[src/rtl/cache_ctrl_assoc.sv]
// N-way set-associative read-only cache controller: tree-PLRU replacement, early restart on miss.
// Define CACHE_CTRL_STATS_EN to add saturating hit/miss counters (stat_hits, stat_misses).
module cache_ctrl_assoc #(
  parameter int AW         = 32,
  parameter int DW         = 32,
  parameter int WAYS       = 2,
  parameter int SETS       = 16,
  parameter int LINE_WORDS = 4
) (
  input  logic          clk,
  input  logic          rst,
  input  logic          up_req_valid,
  output logic          up_req_ready,
  input  logic [AW-1:0] up_req_addr,
  output logic          up_resp_valid,
  output logic [DW-1:0] up_resp_data,
  output logic          dn_req_valid,
  input  logic          dn_req_ready,
  output logic [AW-1:0] dn_req_addr,
  input  logic          dn_resp_valid,
  input  logic [DW-1:0] dn_resp_data,
  input  logic          flush
`ifdef CACHE_CTRL_STATS_EN
  ,
  output logic [31:0]   stat_hits,
  output logic [31:0]   stat_misses
`endif
);

  localparam int BO   = $clog2(DW / 8);
  localparam int WO   = $clog2(LINE_WORDS);
  localparam int IW   = $clog2(SETS);
  localparam int TW   = AW - IW - WO - BO;
  localparam int LVLS = $clog2(WAYS);
  localparam int WAYW = (WAYS > 1) ? LVLS : 1;
  localparam int PW   = (WAYS > 1) ? WAYS - 1 : 1;

  localparam logic [1:0] S_IDLE     = 2'd0;
  localparam logic [1:0] S_LOOKUP   = 2'd1;
  localparam logic [1:0] S_MISS_REQ = 2'd2;
  localparam logic [1:0] S_FILL     = 2'd3;

  // Tree nodes use heap order (children of n are 2n+1, 2n+2); a node bit points toward the LRU half.
  function automatic logic [WAYW-1:0] plru_victim(input logic [PW-1:0] bits);
    int node;
    node = 0;
    for (int l = 0; l < LVLS; l++) begin
      node = 2 * node + 1 + int'(bits[node]);
    end
    return WAYW'(node - (WAYS - 1));
  endfunction

  function automatic logic [PW-1:0] plru_touch(input logic [PW-1:0] bits, input logic [WAYW-1:0] way);
    logic [PW-1:0] res;
    logic          dir;
    int            node;
    res  = bits;
    node = 0;
    for (int l = 0; l < LVLS; l++) begin
      dir       = way[LVLS-1-l];
      res[node] = ~dir;
      node      = 2 * node + 1 + int'(dir);
    end
    return res;
  endfunction

  logic [1:0]      state_q, state_d;
  logic [AW-1:0]   addr_q;
  logic [WAYW-1:0] victim_q;
  logic [WO-1:0]   beat_q;
  logic            resp_valid_q;
  logic [DW-1:0]   resp_data_q;
  logic            dn_req_valid_q;
  logic [AW-1:0]   dn_req_addr_q;
  logic            flush_pend_q;

  logic [WAYS-1:0] valid_q [SETS];
  logic [PW-1:0]   plru_q  [SETS];
  logic [TW-1:0]   tag_q   [SETS][WAYS];
  logic [DW-1:0]   data_q  [SETS][WAYS][LINE_WORDS];

  logic [WO-1:0]   req_word_s;
  logic [IW-1:0]   req_idx_s;
  logic [TW-1:0]   req_tag_s;
  logic [WAYS-1:0] hit_vec_s;
  logic            hit_s;
  logic [WAYW-1:0] hit_way_s;
  logic [WAYW-1:0] inv_way_s;
  logic [WAYW-1:0] victim_s;
  logic            do_flush_s;
  logic            accept_s;
  logic            beat_s;
  logic            fill_done_s;
  logic            unused_s;

  assign req_word_s = addr_q[BO +: WO];
  assign req_idx_s  = addr_q[BO + WO +: IW];
  assign req_tag_s  = addr_q[AW-1 -: TW];
  assign unused_s   = ^addr_q[BO-1:0];

  // A pending or incoming flush owns the IDLE cycle, so no request is accepted alongside it.
  assign do_flush_s   = (state_q == S_IDLE) && (flush || flush_pend_q);
  assign up_req_ready = (state_q == S_IDLE) && !flush && !flush_pend_q;
  assign accept_s     = up_req_valid && up_req_ready;
  assign beat_s       = (state_q == S_FILL) && dn_resp_valid;
  assign fill_done_s  = beat_s && (beat_q == WO'(LINE_WORDS - 1));

  assign up_resp_valid = resp_valid_q;
  assign up_resp_data  = resp_data_q;
  assign dn_req_valid  = dn_req_valid_q;
  assign dn_req_addr   = dn_req_addr_q;

  // Tag match across the set; victim is the lowest invalid way, else the PLRU choice.
  always_comb begin
    hit_vec_s = '0;
    for (int w = 0; w < WAYS; w++) begin
      hit_vec_s[w] = valid_q[req_idx_s][w] && (tag_q[req_idx_s][w] == req_tag_s);
    end
    hit_s     = |hit_vec_s;
    hit_way_s = '0;
    inv_way_s = '0;
    for (int w = WAYS - 1; w >= 0; w--) begin
      hit_way_s = hit_vec_s[w] ? WAYW'(w) : hit_way_s;
      inv_way_s = valid_q[req_idx_s][w] ? inv_way_s : WAYW'(w);
    end
    victim_s = (&valid_q[req_idx_s]) ? plru_victim(plru_q[req_idx_s]) : inv_way_s;
  end

  // Next-state logic.
  always_comb begin
    state_d = state_q;
    case (state_q)
      S_IDLE:     state_d = accept_s ? S_LOOKUP : S_IDLE;
      S_LOOKUP:   state_d = hit_s ? S_IDLE : S_MISS_REQ;
      S_MISS_REQ: state_d = dn_req_ready ? S_FILL : S_MISS_REQ;
      S_FILL:     state_d = fill_done_s ? S_IDLE : S_FILL;
      default:    state_d = S_IDLE;
    endcase
  end

  // Control registers and registered response/request outputs.
  always_ff @(posedge clk) begin
    if (rst) begin
      state_q        <= S_IDLE;
      addr_q         <= '0;
      victim_q       <= '0;
      beat_q         <= '0;
      resp_valid_q   <= 1'b0;
      resp_data_q    <= '0;
      dn_req_valid_q <= 1'b0;
      dn_req_addr_q  <= '0;
      flush_pend_q   <= 1'b0;
    end else begin
      state_q      <= state_d;
      resp_valid_q <= 1'b0;
      if (do_flush_s) begin
        flush_pend_q <= 1'b0;
      end else if (flush) begin
        flush_pend_q <= 1'b1;
      end
      if (accept_s) begin
        addr_q <= up_req_addr;
      end
      case (state_q)
        S_LOOKUP: begin
          beat_q <= '0;
          if (hit_s) begin
            resp_valid_q <= 1'b1;
            resp_data_q  <= data_q[req_idx_s][hit_way_s][req_word_s];
          end else begin
            victim_q       <= victim_s;
            dn_req_valid_q <= 1'b1;
            dn_req_addr_q  <= {req_tag_s, req_idx_s, {(WO + BO){1'b0}}};
          end
        end
        S_MISS_REQ: begin
          if (dn_req_ready) begin
            dn_req_valid_q <= 1'b0;
          end
        end
        S_FILL: begin
          if (dn_resp_valid) begin
            beat_q <= beat_q + WO'(1);
            if (beat_q == req_word_s) begin
              resp_valid_q <= 1'b1;
              resp_data_q  <= dn_resp_data;
            end
          end
        end
        default: begin
        end
      endcase
    end
  end

  // Valid and PLRU state; flush and reset both clear the whole array in one cycle.
  always_ff @(posedge clk) begin
    if (rst || do_flush_s) begin
      for (int s = 0; s < SETS; s++) begin
        valid_q[s] <= '0;
        plru_q[s]  <= '0;
      end
    end else begin
      if ((state_q == S_LOOKUP) && hit_s) begin
        plru_q[req_idx_s] <= plru_touch(plru_q[req_idx_s], hit_way_s);
      end
      if (fill_done_s) begin
        valid_q[req_idx_s][victim_q] <= 1'b1;
        plru_q[req_idx_s]            <= plru_touch(plru_q[req_idx_s], victim_q);
      end
    end
  end

  // Tag and data storage, qualified by the valid bits so no reset is needed.
  always_ff @(posedge clk) begin
    if (beat_s) begin
      data_q[req_idx_s][victim_q][beat_q] <= dn_resp_data;
    end
    if (fill_done_s) begin
      tag_q[req_idx_s][victim_q] <= req_tag_s;
    end
  end

`ifdef CACHE_CTRL_STATS_EN
  logic [31:0] stat_hits_q;
  logic [31:0] stat_misses_q;

  // Saturating hit/miss counters, cleared only by reset.
  always_ff @(posedge clk) begin
    if (rst) begin
      stat_hits_q   <= 32'd0;
      stat_misses_q <= 32'd0;
    end else if (state_q == S_LOOKUP) begin
      if (hit_s) begin
        if (stat_hits_q != 32'hFFFF_FFFF) begin
          stat_hits_q <= stat_hits_q + 32'd1;
        end
      end else begin
        if (stat_misses_q != 32'hFFFF_FFFF) begin
          stat_misses_q <= stat_misses_q + 32'd1;
        end
      end
    end
  end

  assign stat_hits   = stat_hits_q;
  assign stat_misses = stat_misses_q;
`endif

endmodule

[config.mk]
export PLATFORM = sky130hd
export DESIGN_NAME = cache_ctrl_assoc
export DESIGN_NICKNAME = d
export VERILOG_FILES = /design/src/rtl/cache_ctrl_assoc.sv
export SDC_FILE = /design/constraint.sdc
export NUM_CORES = 2
export LEC_CHECK = 0
export BUFFER_PORTS_ARGS = -buffer_cell sky130_fd_sc_hd__buf_4
export CORE_MARGIN = 1.5
export CORE_UTILIZATION = 57
export CTS_CLUSTER_SIZE = 30
export DETAILED_ROUTE_END_ITERATION = 8
export GPL_TIMING_DRIVEN = 1
export HOLD_SLACK_MARGIN = 0.06
export PLACE_DENSITY = 0.73
export SLEW_MARGIN = 20
export SYNTH_ARGS = -nofsm -noshare
export SYNTH_HDL_FRONTEND = slang
export SYNTH_MEMORY_MAX_BITS = 65536
export SYNTH_SLANG_ARGS = --single-unit
[constraint.sdc]
create_clock -name clk -period 4.3 [get_ports clk]
set_input_delay 1.29 -clock clk [delete_from_list [all_inputs] [get_ports clk]]
set_output_delay 1.29 -clock clk [all_outputs]
set_load 0.03 [all_outputs]
======== Word-level counts from Yosys, hierarchy flattened ========
Memory sizes are Yosys's and may differ from the RTL's. A register that Yosys moved wholly into a read port is not among the register bits.
Index checks and enable logic that the tools add are counted.
word-level totals
  flip-flop bits (word level) ............. 100
  memory bits (writable) .................. 4912
  input port bits ......................... 70
  output and inout port bits .............. 67
  logic and storage cells ................. 136
  memories ................................ 4
cells by class
  add/sub/neg operators ................... 3
  order comparisons ....................... 8
  equality and inequality tests ........... 12
  multiplexer cells ....................... 64
  bitwise gates (word level) .............. 8
  reduce and logical (&&, ||, !) cells .... 28
memory list
  name     words  width  rd ports  clocked after Yosys merged registers in  write ports  line  RTL
  data_q   16     256    1         1                                        1            80    logic [DW-1:0] data_q [SETS][WAYS][LINE_WORDS];
  tag_q    16     48     1         1                                        1            79    logic [TW-1:0] tag_q [SETS][WAYS];
  valid_q  16     2      1         1                                        16           77    logic [WAYS-1:0] valid_q [SETS];
  plru_q   16     1      1         1                                        16           78    logic [PW-1:0] plru_q [SETS];
operators with widths
  cell                                          count
  128-bit 2-to-1 mux                            4
  256-bit 2-to-1 mux                            1
  32-bit 2-to-1 mux                             6
  128-bit demux with 1-bit select               1
  32-bit binary-select mux with 2-bit select    1
  32-bit demux with 2-bit select                1
  32-bit one-hot mux with 2 select lines        1
  24-bit == test                                2
  48-bit 2-to-1 mux                             1
  4-bit 2-to-1 mux                              10
  1-bit 2-to-1 mux                              25
  24-bit demux with 1-bit select                1
  24-bit 2-to-1 mux                             1
  1-bit logical AND                             12
  2-bit 2-to-1 mux                              6
  2-bit inequality test, second input constant  4
  2-bit one-hot mux with 4 select lines         1
  2-bit == test, second input constant          3
  3-bit >= comparator, second input constant    2
  2-bit inverter with 3-bit output              2
  2-bit AND reduction                           3
  2-bit OR reduction                            3
  2-bit >= comparator, second input constant    2
  1-bit inverter with 2-bit output              2
  other kinds (22)                              28

======== Longest topological paths before layout ========
  depth after elaboration ................. 13
  mapped depth ............................ 22
  gate-level depth less buffers ........... 12

======== Worst setup path after synthesis ========
OpenSTA, ideal clock, no wires.
  path kind ............................... register to register
  from .................................... register with a tool-made name
  to ...................................... register resp_data_q[11], in the netlist up_resp_data[11]
  setup time .............................. 0.145 ns
  arrival time ............................ 3.970 ns
  required time ........................... 4.155 ns
  slack ................................... 0.185 ns
  cell stages (with the launch flop) ...... 15
  buffers on the path ..................... 4
  period minus slack after synthesis ...... 4.115 ns
  path through ............................ dfxtp_1 buf_6 mux4_2 mux4_2 xnor2_2 nand2_1 or4_1 or4_4 nor2b_4 buf_6 buf_8 buf_6 mux2_2 o211ai_1 a41oi_1
RTL lines
  what                  line  RTL
  to (signal assigned)  169   resp_data_q <= data_q[req_idx_s][hit_way_s][req_word_s];
  to (signal assigned)  186   resp_data_q <= dn_resp_data;
  to (decl)             72    logic [DW-1:0] resp_data_q;

==> flow_metrics.py <==
metrics = {
    "worst_setup_path": {
        "crit_path_frequent_cell": "buf_12",
        "max_stage_delay_ps": 660,
        "required_ps": 5190,
        "end_kind": "flip-flop",
        "critPathMaxFanout": 8,
        "start_kind": "flip-flop",
        "critPathSlowestCell": "or4_4",
        "arrival_ps": 5690,
        "r2r_cells": 17,
        "r2r-end": "up_resp_data[7]",
        "rrSetupSlack_ps": -510,
        "crit_chain": "buf_12 -> buf_4 -> buf_12 -> mux4_2 -> mux4_2 -> xnor2_2 -> nand2_1 -> or4_1 -> or4_4 -> nor2b_4 -> buf_12 -> buf_16 -> buf_12 -> nor2_1 -> a21oi_4 -> a211oi_2 -> o41ai_2",
        "worst-setup-path-type": "reg -> reg",
    },
    "sta": {
        "fin_crit_ps": 4810,
        "post-route-period-util_pct": 112,
        "hold_slack_ps": 465,
        "tightest_slew_ps": 1270,
        "layout_setup_ws_ps": -505,
        "setup_tns_ps": -14180,
        "grt_setup_unrepaired": "yes",
        "maxSlewHeadroom_pct": 15.3,
        "clock_skew_ps": 68.5,
        "finalMaxSlewViolations": 0,
        "fmax_mhz": 208,
        "hold_viol": 0,
        "setup_viol": 45,
    },
    "clocking": {
        "h-tree-depth": 5,
        "root_buffer": "clkbuf_16",
        "cts_inserted_buffers": 470,
        "tritoncts": "yes",
        "clockBufferDepth": 4,
        "clkTransAtPathRegs_ps": 70,
        "clkSinkCount": 5014,
        "clk_latency_ps": 1020,
    },
    "min_path": {
        "hold_path.class": "reg -> reg",
        "min_from": "valid_q[2][0]",
        "hold_end": "valid_q[2][0]",
        "hold_depth": 1,
    },
    "die": {
        "rows": 213,
        "initial_core_util_pct": 57.4,
        "die_area_um2": 343000,
        "core_region_area_um2": 337000,
        "die_h_um": 586,
        "die_w_um": 586,
        "ioPinCount": 137,
    },
    "synth": {
        "syn_inst": 8625,
        "ys.flop_type": "edfxtp_1",
        "synth_edf_count": 4880,
        "yosysWarnings": 0,
        "async_flop_share_pct": 0,
        "ys_types": 73,
        "syn_area_um2": 194000,
        "ys_ff_latch": 5014,
        "yosysSeqAreaShare_pct": 77.1,
        "postSynthAreaPerCell_um2": 22.4,
    },
    "layout": {
        "stdcell_count": 14396,
        "area_growth_pct": 15.8,
        "drive_gt1_share_pct": 34.0,
        "register_area_um2": 149000,
        "multi_input_area_um2": 44200,
        "fillers": 20261,
        "nNetsFinal": 9546,
    },
    "grt": {
        "grt_overflow": 0,
        "grt_pass1_vias": 98860,
        "antenna_found_initial": 23,
        "grt_pass1_wl_um": 748000,
        "grt_max_degree": 140,
        "gr-usage-all-layers_pct": 31.4,
    },
    "pwr": {
        "pwr-share-clk_pct": 41.1,
        "ir_drop_v": 0.000395,
        "p_sw_share_pct": 21.4,
        "pwr-share-seq_pct": 53.3,
        "intPower_w": 0.0790,
        "total_power_w": 0.101,
        "switchingPower_w": 0.0215,
        "power.density_nw_per_um2": 449,
        "p_leak_nw": 69.5,
        "p_comb_share_pct": 5.6,
    },
    "detailed_routing": {
        "drt_wl_total_um": 536000,
        "ant_nets": 0,
        "route.detailed.drc": 0,
        "vias": 98326,
        "drtIter0Drc": 15225,
        "via_per_inst": 6.83,
        "wl_per_cell_um": 37.2,
        "dr.pass1.iters": 7,
    },
    "place": {
        "gp_congestion": 0.902,
        "dp_hpwl_um": 289000,
        "place.port_buffers": 130,
        "dp_cells": 13443,
    },
    "flow_run": {
        "maxCapViolations": 0,
    },
    "run_status": {
        "status": "finished, violations left",
        "violations": "setup timing",
    },
}
-- area by class of cell --
cell class              instances  share of cell area [%]
flip-flops and latches       5014                    66.6
multi-input cells            3084                    19.7
clock buffers                 586                    5.57
repair buffers                885                    4.29
well taps                    4515                    2.52
clock inverters               289                    1.24
inverters                      17                  0.0363
diodes                          6                 0.00670
-- sequential cells by signal, summed over array words and instances (netlist names), named ones only --
| name | flops |
|---|---|
| data_q | 4096 |
| tag_q | 768 |
| up_resp_data | 32 |
| valid_q | 32 |
| addr_q | 30 |
| dn_req_addr | 28 |
| plru_q | 16 |
| beat_q | 2 |
| state_q | 2 |
| dn_req_valid | 1 |
| flush_pend_q | 1 |
| up_resp_valid | 1 |
| victim_q | 1 |
-- synthesized netlist by cell type, types with 21 or more instances --
library cell | number | share of area [%]
o21bai_1 | 26 | 0.10
mux2i_1 | 236 | 1.2
and3_1 | 50 | 0.16
dfxtp_1 | 134 | 1.4
clkbuf_1 | 228 | 0.44
nand3_1 | 30 | 0.078
buf_2 | 144 | 0.37
buf_4 | 54 | 0.21
nor2_1 | 285 | 0.55
o21ai_0 | 66 | 0.17
edfxtp_1 | 4880 | 76
nand2_1 | 416 | 0.81
a21oi_1 | 86 | 0.22
o21a_1 | 33 | 0.13
buf_1 | 61 | 0.12
a31oi_1 | 44 | 0.14
mux2_2 | 62 | 0.36
mux4_2 | 1383 | 16
buf_6 | 23 | 0.13
o211ai_1 | 21 | 0.081
xnor2_1 | 45 | 0.20
a211oi_1 | 30 | 0.12
-- through the flow --
stage / instance area, um2 / worst slack, ps / util, %
2_1_floorplan: 194000 / 185 / -
3_3_place_gp: 206000 / -1180 / 61.2
3_5_place_dp: 206000 / -1110 / 61.2
4_1_cts: 223000 / -435 / 66.2
5_1_grt: 224000 / -624 / 66.5
6_report: 224000 / -505 / 66.5
-- worst max path at each step --
stage	from	endpoint	slack, ps	cells after the start
after floorplan	flip-flop	up_resp_data[11]	180	14
after global placement	flip-flop	up_resp_data[10]	-1180	14
after detailed placement	flip-flop	up_resp_data[10]	-1110	13
after CTS	flip-flop	up_resp_data[6]	-440	17
after global routing	flip-flop	up_resp_data[8]	-620	20
final	flip-flop	up_resp_data[7]	-510	17
-- cell families (layout without fill, tap and decap cells) --
| group | after synthesis | count (layout) | synth area share (%) |
|---|---|---|---|
| flip-flops | 5014 | 5014 | 77.1 |
| other | 1 | 10 | 0.00194 |
| AND/OR/NAND/NOR | 891 | 891 | 1.97 |
| multiplexers | 1681 | 1681 | 17.7 |
| adder cells (fa/ha/maj) | 4 | 4 | 0.0259 |
| buffers and inverters | 530 | 1777 | 1.33 |
| AO/OA/AOI/OAI | 450 | 450 | 1.63 |
| XOR/XNOR | 54 | 54 | 0.248 |
-- routing by layer --
layer  global-route usage (%)  up-vias  share of wire, %
met5                        0        -             0.018
met4                     14.6       16               5.4
met3                     6.82     1260                13
met2                     49.6     7243                48
met1                     42.5    51785                34
li1                         -    38022                 -
-- what timing repair did --
item	in CTS	in global routing
buffers inserted	38	25
hold buffers	0	0
resized for setup	247	131
pin swaps	33	55
gates cloned	10	5
endpoints found under the setup margin	89	62
-- cells in the final DEF (no fill, tap or decap), types with 14 or more instances in the layout --
| master | instances |
|---|---|
| and3_1 | 50 |
| clkinvlp_4 | 15 |
| a31oi_1 | 44 |
| o21bai_1 | 25 |
| nand3_1 | 23 |
| o211ai_1 | 21 |
| bufinv_16 | 45 |
| a21o_1 | 14 |
| clkbuf_1 | 96 |
| buf_4 | 634 |
| clkbuf_16 | 481 |
| mux2i_2 | 15 |
| buf_12 | 187 |
| buf_6 | 32 |
| nor2_1 | 112 |
| mux2i_4 | 25 |
| nand2_1 | 400 |
| a211oi_2 | 15 |
| mux2_2 | 38 |
| clkinv_2 | 86 |
| mux4_2 | 1383 |
| clkinv_1 | 120 |
| nor2_4 | 160 |
| xnor2_1 | 34 |
| o21ai_1 | 16 |
| a21oi_1 | 71 |
| mux2i_1 | 196 |
| edfxtp_1 | 4880 |
| and2_1 | 17 |
| dfxtp_1 | 128 |
| nor2b_1 | 19 |
| nand4_1 | 18 |
| o21a_1 | 33 |
| a211oi_1 | 16 |
| o21ai_0 | 30 |
| mux2_4 | 24 |
| inv_1 | 14 |
| buf_16 | 16 |
-- power by group through the flow --
stage / combinational [W] / clock (W) / sequential [W]
6_report: 0.00565 / 0.0413 / 0.0537
5_1_grt: 0.00581 / 0.0433 / 0.0536
4_1_cts: 0.00545 / 0.0416 / 0.0536
3_5_place_dp: 0.00521 / 0 / 0.0547
3_3_place_gp: 0.00510 / 0 / 0.0547
2_1_floorplan: 0.00265 / 0 / 0.0547
-- worst max-delay path, delay by kind of cell, from the launching register on --
| kind | cells | cell delay [ps] |
|---|---|---|
| compound gates | 3 | 720 |
| simple gates | 5 | 1420 |
| flops | 1 | 390 |
| mux | 2 | 990 |
| xor+xnor | 1 | 240 |
| buf+inv | 6 | 880 |
(Power assumes the default switching activity.)
